<file path="config.mk">
export PLATFORM = sky130hd
export DESIGN_NAME = exp_seq_controller_flat
export DESIGN_NICKNAME = d
export VERILOG_FILES = /design/src/rtl/exp_seq_controller_if.sv /design/src/rtl/exp_seq_controller.sv /design/src/flat_wrapper.sv
export SDC_FILE = /design/constraint.sdc
export NUM_CORES = 1
export LEC_CHECK = 0
export ABC_AREA = 1
export CAP_MARGIN = 20
export CORE_UTILIZATION = 25
export DETAILED_ROUTE_END_ITERATION = 7
export SYNTH_ARGS = -nofsm -noshare
export SYNTH_HDL_FRONTEND = slang
export SYNTH_SLANG_ARGS = --single-unit
</file>
<file path="constraint.sdc">
create_clock -name clk -period 1.6 [get_ports clk]
set_clock_uncertainty 0.15 [all_clocks]
set_input_delay 0.16 -clock clk [delete_from_list [all_inputs] [get_ports clk]]
set_output_delay 0.16 -clock clk [all_outputs]
set_load 0.02 [all_outputs]
</file>
<file path="src/rtl/exp_seq_controller_if.sv">
// Bus between the exponential sequence controller and its surroundings:
// top-level go/status, datapath control strobes and operand/result memory ports.
interface exp_seq_controller_if #(
  parameter int ADDR_W = 4
);
  // Handshakes: go is a request seen only while idle (not queued); wrReq is
  // valid and stays high with a stable wrAddr until the cycle wrAck is high
  // (wrAck may arrive in the first wrReq cycle); expStart is a one-cycle pulse
  // answered by the level expDone, which only counts while the controller waits.
  logic              go;
  logic              expDone;
  logic              wrAck;
  logic              ld;
  logic              uiRegLd;
  logic              shEn;
  logic              expStart;
  logic [ADDR_W-1:0] rdAddr;
  logic [ADDR_W-1:0] wrAddr;
  logic              wrReq;
  logic              busy;
  logic              runDone;
  logic              err;

  modport master (
    input  go, expDone, wrAck,
    output ld, uiRegLd, shEn, expStart, rdAddr, wrAddr, wrReq, busy, runDone, err
  );

  modport slave (
    output go, expDone, wrAck,
    input  ld, uiRegLd, shEn, expStart, rdAddr, wrAddr, wrReq, busy, runDone, err
  );
endinterface

</file>
<file path="src/rtl/exp_seq_controller.sv">
// Sequences N_ITEMS operands through load, pre-shift, exponential and write-back,
// with a done-timeout that flags err but still writes the item.
module exp_seq_controller #(
  parameter int N_ITEMS = 16,
  parameter int ADDR_W  = 4,
  parameter int SH_CNT  = 2,
  parameter int TMO_W   = 8
) (
  input  logic                 clk,
  input  logic                 rst,
  exp_seq_controller_if.master bus,
  output logic [2:0]           dbgState
);

  // IDLE is encoded as 0 so a debug probe reads 0 after reset.
  typedef enum logic [2:0] {
    IDLE  = 3'd0,
    LOAD  = 3'd1,
    SHIFT = 3'd2,
    START = 3'd3,
    WAIT  = 3'd4,
    WRITE = 3'd5,
    DONE  = 3'd6
  } stateT;

  localparam int SHW = (SH_CNT > 1) ? $clog2(SH_CNT) : 1;
  localparam logic [ADDR_W-1:0] LAST_ITEM = ADDR_W'(N_ITEMS - 1);
  localparam logic [SHW-1:0]    SH_LAST   = SHW'((SH_CNT > 0) ? SH_CNT - 1 : 0);
  // Trip on the cycle whose increment would make the counter all-ones.
  localparam logic [TMO_W-1:0]  TMO_TRIP  = TMO_W'((2 ** TMO_W) - 2);

  stateT             state;
  logic [ADDR_W-1:0] itemCnt;
  logic [SHW-1:0]    shCnt;
  logic [TMO_W-1:0]  tmoCnt;
  logic              ldR;
  logic              uiRegLdR;
  logic              shEnR;
  logic              expStartR;
  logic              wrReqR;
  logic              busyR;
  logic              runDoneR;
  logic              errR;

  always_ff @(posedge clk) begin
    if (rst) begin
      state     <= IDLE;
      itemCnt   <= '0;
      shCnt     <= '0;
      tmoCnt    <= '0;
      ldR       <= 1'b0;
      uiRegLdR  <= 1'b0;
      shEnR     <= 1'b0;
      expStartR <= 1'b0;
      wrReqR    <= 1'b0;
      busyR     <= 1'b0;
      runDoneR  <= 1'b0;
      errR      <= 1'b0;
    end else begin
      case (state)
        IDLE: begin
          if (bus.go) begin
            state    <= LOAD;
            ldR      <= 1'b1;
            uiRegLdR <= 1'b1;
            busyR    <= 1'b1;
            itemCnt  <= '0;
            errR     <= 1'b0;
          end
        end
        LOAD: begin
          ldR      <= 1'b0;
          uiRegLdR <= 1'b0;
          if (SH_CNT > 0) begin
            state <= SHIFT;
            shEnR <= 1'b1;
            shCnt <= '0;
          end else begin
            state     <= START;
            expStartR <= 1'b1;
          end
        end
        SHIFT: begin
          if (shCnt == SH_LAST) begin
            state     <= START;
            shEnR     <= 1'b0;
            expStartR <= 1'b1;
          end else begin
            shCnt <= shCnt + 1'b1;
          end
        end
        START: begin
          expStartR <= 1'b0;
          tmoCnt    <= '0;
          state     <= WAIT;
        end
        WAIT: begin
          tmoCnt <= tmoCnt + 1'b1;
          // A done arriving on the trip cycle wins over the timeout.
          if (bus.expDone) begin
            state  <= WRITE;
            wrReqR <= 1'b1;
          end else if (tmoCnt == TMO_TRIP) begin
            state  <= WRITE;
            wrReqR <= 1'b1;
            errR   <= 1'b1;
          end
        end
        WRITE: begin
          if (bus.wrAck) begin
            wrReqR <= 1'b0;
            if (itemCnt == LAST_ITEM) begin
              state    <= DONE;
              runDoneR <= 1'b1;
            end else begin
              itemCnt  <= itemCnt + 1'b1;
              state    <= LOAD;
              ldR      <= 1'b1;
              uiRegLdR <= 1'b1;
            end
          end
        end
        DONE: begin
          runDoneR <= 1'b0;
          busyR    <= 1'b0;
          state    <= IDLE;
        end
        default: begin
          state     <= IDLE;
          ldR       <= 1'b0;
          uiRegLdR  <= 1'b0;
          shEnR     <= 1'b0;
          expStartR <= 1'b0;
          wrReqR    <= 1'b0;
          busyR     <= 1'b0;
          runDoneR  <= 1'b0;
        end
      endcase
    end
  end

  assign bus.ld       = ldR;
  assign bus.uiRegLd  = uiRegLdR;
  assign bus.shEn     = shEnR;
  assign bus.expStart = expStartR;
  assign bus.rdAddr   = itemCnt;
  assign bus.wrAddr   = itemCnt;
  assign bus.wrReq    = wrReqR;
  assign bus.busy     = busyR;
  assign bus.runDone  = runDoneR;
  assign bus.err      = errR;
  assign dbgState     = state;

endmodule
</file>
<file path="src/flat_wrapper.sv">
// flat-port wrapper written by rule: the top's interface ports become plain ports
module exp_seq_controller_flat 
#(
  parameter int N_ITEMS = 16,
  parameter int ADDR_W  = 4,
  parameter int SH_CNT  = 2,
  parameter int TMO_W   = 8
)
  (clk, rst, dbgState, bus_go, bus_expDone, bus_wrAck, bus_ld, bus_uiRegLd, bus_shEn, bus_expStart, bus_rdAddr, bus_wrAddr, bus_wrReq, bus_busy, bus_runDone, bus_err);
  exp_seq_controller_if #(.ADDR_W(ADDR_W)) bus_i ();
  input  logic clk;
  input  logic rst;
  output logic [2:0] dbgState;
  input wire logic [$bits(bus_i.go)-1:0] bus_go;
  input wire logic [$bits(bus_i.expDone)-1:0] bus_expDone;
  input wire logic [$bits(bus_i.wrAck)-1:0] bus_wrAck;
  output wire logic [$bits(bus_i.ld)-1:0] bus_ld;
  output wire logic [$bits(bus_i.uiRegLd)-1:0] bus_uiRegLd;
  output wire logic [$bits(bus_i.shEn)-1:0] bus_shEn;
  output wire logic [$bits(bus_i.expStart)-1:0] bus_expStart;
  output wire logic [$bits(bus_i.rdAddr)-1:0] bus_rdAddr;
  output wire logic [$bits(bus_i.wrAddr)-1:0] bus_wrAddr;
  output wire logic [$bits(bus_i.wrReq)-1:0] bus_wrReq;
  output wire logic [$bits(bus_i.busy)-1:0] bus_busy;
  output wire logic [$bits(bus_i.runDone)-1:0] bus_runDone;
  output wire logic [$bits(bus_i.err)-1:0] bus_err;
  assign bus_i.go = bus_go;
  assign bus_i.expDone = bus_expDone;
  assign bus_i.wrAck = bus_wrAck;
  assign bus_ld = bus_i.ld;
  assign bus_uiRegLd = bus_i.uiRegLd;
  assign bus_shEn = bus_i.shEn;
  assign bus_expStart = bus_i.expStart;
  assign bus_rdAddr = bus_i.rdAddr;
  assign bus_wrAddr = bus_i.wrAddr;
  assign bus_wrReq = bus_i.wrReq;
  assign bus_busy = bus_i.busy;
  assign bus_runDone = bus_i.runDone;
  assign bus_err = bus_i.err;
  exp_seq_controller #(.N_ITEMS(N_ITEMS), .ADDR_W(ADDR_W), .SH_CNT(SH_CNT), .TMO_W(TMO_W)) u_core (.clk(clk), .rst(rst), .bus(bus_i), .dbgState(dbgState));
endmodule
</file>
# Word level (Yosys, flattened, before mapping)
# Cells that the tools add are included.
classes:
  n_addsub: 3
  n_eq_ne: 16
  n_mux: 33
  n_bitwise: 6
  reduce_logical: 20
ops:
  columns: ["cell", "count"]
  rows:
  - ["$reduce_or 5->1", 5]
  - ["$mux 3", 6]
  - ["$pmux 3 s6", 1]
  - ["$pmux 8 s2", 1]
  - ["$reduce_and 4->1", 4]
  - ["$mux 1", 13]
  - ["$mux 4", 3]
  - ["$pmux 1 s2", 5]
  - ["$eq 3x3->1 const B", 3]
  - ["$pmux 1 s3", 3]
  - ["$add 8x1->8 const B", 1]
  - ["$eq 8x8->1 const B", 1]
  - ["$ne 2x2->1 const B", 4]
  - ["$pmux 4 s2", 1]
  - ["$reduce_bool 2->1", 4]
  - ["$eq 3x2->1 const B", 2]
  - ["$ne 2x1->1 const B", 3]
  - ["$not 1->1", 6]
  - ["$reduce_and 2->1", 3]
  - ["$reduce_and 3->1", 2]
  - ["$add 4x1->4 const B", 1]
  - ["$eq 4x4->1 const B", 1]
  - ["$reduce_or 4->1", 1]
  - ["$eq 3x1->1 const B", 1]
  - ["other kinds (3)", 3]
word_totals:
  register_bits: 23
  input_bits: 5
  output_inout_bits: 19
  wordCells: 89

# Longest topological paths before layout
logic_depth:
  depth_word: 4
  mapped_depth: 10

# Least setup slack after synthesis
# OpenSTA, ideal clock, no wires.
synth_path:
  path_kind: "reg-to-reg"
  startpoint: "register u_core.itemCnt[1], in the netlist u_core.bus.rdAddr[1]"
  endpoint: "register u_core.itemCnt[2], in the netlist u_core.bus.rdAddr[2]"
  arrival_time_ns: 1.257
  required_time_ns: 1.335
  setup_slack_ns: 0.077
  stages_incl_launch_ff: 9
  path_buffers: 0
  synth_period_minus_slack_ns: 1.523
  path_cell_list: "dfxtp_1 -> ha_1 -> nand3_1 -> inv_1 -> nand2_2 -> nand2_2 -> nor2_4 -> a21oi_1 -> nor2_1"
synth_between:
  elab_chain_len: 4
  word_cells_on_any_way: 7
synth_rtl:
  columns: ["item", "line", "text"]
  rows:
  - ["start, declared", "exp_seq_controller.sv:33", "logic [ADDR_W-1:0] itemCnt;"]
  - ["start signal, assigned", "exp_seq_controller.sv:116", "itemCnt <= itemCnt + 1'b1;"]
  - ["$add 4x1->4", "exp_seq_controller.sv:116", null]
  - ["$mux 4", "exp_seq_controller.sv:112", "if (itemCnt == LAST_ITEM) begin"]
  - ["$mux 4", "exp_seq_controller.sv:110", "if (bus.wrAck) begin"]
  - ["$pmux 4 s2", "exp_seq_controller.sv:60", "case (state)"]
# Parallel ways exist; a longest one is shown, timed or not. The select of a mux whose other input is x is not followed.
# A chain may end at the register's enable or synchronous reset.

# Final worst setup path
layout_path:
  startpoint: "register u_core.wrReqR, in the netlist u_core.bus.wrReq"
  endpoint: "output bus_wrReq"
layout_lines:
  columns: ["item", "line", "text"]
  rows:
  - ["start, declared", "exp_seq_controller.sv:40", "logic wrReqR;"]
  - ["start signal, assigned", "exp_seq_controller.sv:55", "wrReqR <= 1'b0;"]
  - ["start signal, assigned", "exp_seq_controller.sv:102", "wrReqR <= 1'b1;"]
  - ["start signal, assigned", "exp_seq_controller.sv:105", "wrReqR <= 1'b1;"]
  - ["end, declared", "flat_wrapper.sv:23", "output wire logic [$bits(bus_i.wrReq)-1:0] bus_wrReq;"]
# No word-level cell between the ends.

==> results.toml <==
[cts]
cts_buffer_depth = 2
cts_buffers = 3
worstSkewPairLatency_ps = 270
clk_pin_slew_ps = 90
cts_tree = "yes"
cts.sinks = 23
htreeDepth = 1
post_cts_buffers = 0
root_buffer = "clkbuf_8"
hold_buffers = 0

[yosys]
synth_top_cell_area_share = 0.358
syn_inst = 184
yosysSeqAreaShare = 0.358
synth_warnings = 0
yosysTopAreaCell = "dfxtp_1"
synth_cell_types = 27
synth_area_leaders = "dfxtp_1 (36%), nand2_1 (9.9%), a21oi_1 (7.4%)"
synth_most_common_cell = "nand2_1"
ys_top_cells_by_count = "nand2_1 (34), dfxtp_1 (23), inv_1 (21), a21oi_1 (19), nor2_1 (18)"
synth_edf_count = 0
async_reset_ff_frac = 0
synth_fp_nets = 192
synth-seq-cells = 23
synth_ff_type = "dfxtp_1"
synth_area_um2 = 1280
avgSynthCellArea_um2 = 6.98

[timing]
worst_slack_ps = 66.0
hold_viol = 0
fin_crit_sh = 0.959
setup_violations = 0
slew_violations = 0
relSlewSlack = 0.788
finalCriticalPeriod_ps = 1530
tightestPinTransition_ps = 318
setup-tns-final_ps = 0
rsz0062_at_grt = "no"
max_freq_ghz = 0.652

[global_routing]
antenna_found_initial = 0
track_usage = 0.120
gr-total-overflow = 0
grt_pass1_vias = 1113
grt_max_degree = 14
grt_pass1_wl_mm = 4.97

[worst_setup_path]
worstPathRequired_ps = 1290
worstPathCellList = "clkdlybuf4s50_1"
path_max_fanout = 2
crit_path_end_kind = "primary output"
cp_slowest_cell = "clkdlybuf4s50_1"
cp.buffers_inverters = 1
crit_type = "flop to primary output"
critical-path-top-delay-family = "buffers and inverters"
arrival_ps = 1220
startpoint_type = "flop"
critical-path-max-stage-delay_ps = 600

[floorplan]
fp.dieArea_um2 = 5430
dieHeight_um = 73.7
io_pins = 24
die_w_um = 73.7
row_count = 25
core_area_um2 = 4850
start_util = 0.265

[min_path]
min_path_type = "flop to flop"

[final_layout]
area_delta_synth_final_pct = 30.2
diodes = 0
nets = 223
drive_gt1_frac = 0.196
seq_area_um2 = 464
multiInputGateArea_um2 = 688
fillers = 540

[place]
hpwlAfterDp_mm = 2.29
gp_congestion = 0.861
pre_cts_ws_ps = 28.1
port_buffers = 23

[pwr]
p_per_area_nw_per_um2 = 1290
total_leakage_power_uw = 0.000755
vdd_drop_max_mv = 0.415

[route]
via_per_inst = 4.42
wl_per_cell_um = 10.3
drt_iter0_drc = 105
vias = 1242
ant_nets = 0
wirelength_mm = 2.89
route.detailed.drc = 0
drtPass1Iterations = 4

[status]
status = "completed"

[run]
drv_cap = 0
power breakdown:
| group | total, uW | switching, uW | internal (uW) |
|---|---|---|---|
| clock network | 373 | 199 | 174 |
| logic | 1010 | 608 | 403 |
| registers | 774 | 98.5 | 675 |
| total | 2160 | 906 | 1250 |
cell usage in the layout, fill, tap and decap left out, types with 2 or more instances in the layout:
cell type and instances:
a21oi_1 19, buf_4 10, clkbuf_8 3, clkdlybuf4s50_1 10
dfxtp_1 20, dfxtp_2 3, dlygate4sd2_1 11, dlymetal6s2s_1 2
ha_1 3, inv_1 20, inv_2 5, nand2_1 34
nand2_2 8, nand2_4 2, nand3_1 10, nand3_2 3
nand4_1 3, nor2_1 18, nor2_2 2, nor2_4 4
nor3_1 3, o21ai_0 11, o21ai_1 2
per-stage QoR:
step / util / hold WS [ps] / cells / cell area [um^2] / total power (uW)
after global placement: 0.334 / 288 / 277 / 1620 / 1810
final: 0.345 / 296 / 281 / 1670 / 2160
after floorplan: - / 121 / 184 / 1280 / 1480
after CTS: 0.341 / 302 / 281 / 1660 / 2180
after global routing: 0.345 / 321 / 281 / 1670 / 2330
after detailed placement: 0.334 / 288 / 277 / 1620 / 1810
timing repair:
action | in CTS | in global routing
resized for setup | 12 | 7
cloned | 0 | 0
endpoints found under the setup margin | 11 | 12
registers in the layout, summed over array words and instances, names as in the netlist:
signal	flops
u_core.dbgState	3
u_core.bus.wrReq	1
u_core.shCnt	1
u_core.bus.err	1
u_core.bus.rdAddr	4
u_core.bus.busy	1
u_core.tmoCnt	8
u_core.bus.expStart	1
u_core.bus.shEn	1
u_core.bus.runDone	1
u_core.bus.ld	1
path summary, 6_finish.rpt:
check,cells after the start,slack (ps),to,from
min,2,300,u_core.bus.err,u_core.bus.err
max,1,70,bus_wrReq,u_core.bus.wrReq
min reg2reg,2,300,u_core.bus.err,u_core.bus.err
max reg2reg,9,130,u_core.bus.rdAddr[3],u_core.bus.rdAddr[0]
layout make-up:
| type | instances | share of cell area |
|---|---|---|
| clock inverters | 1 | 0.00299 |
| well taps | 67 | 0.0501 |
| inverters | 25 | 0.0561 |
| repair buffers | 33 | 0.177 |
| clock buffers | 3 | 0.0247 |
| multi-input cells | 129 | 0.411 |
| flip-flops and latches | 23 | 0.277 |
cell families after synthesis:
group | Yosys count | synth area share
and+or+nand+nor | 89 | 0.345
AOI/OAI and AO/OA | 37 | 0.154
buffers and inverters | 32 | 0.114
DFF | 23 | 0.358
adders and majority gates | 3 | 0.0292
routing by layer:
| metal | track usage | up-vias | wire [um] |
|---|---|---|---|
| met5 | 0 | - | 0 |
| met4 | 0.0385 | 0 | 29 |
| met3 | 0.0343 | 5 | 143 |
| met2 | 0.200 | 30 | 1340 |
| met1 | 0.148 | 558 | 1370 |
| li1 | - | 649 | - |
(Power assumes the default switching activity.)
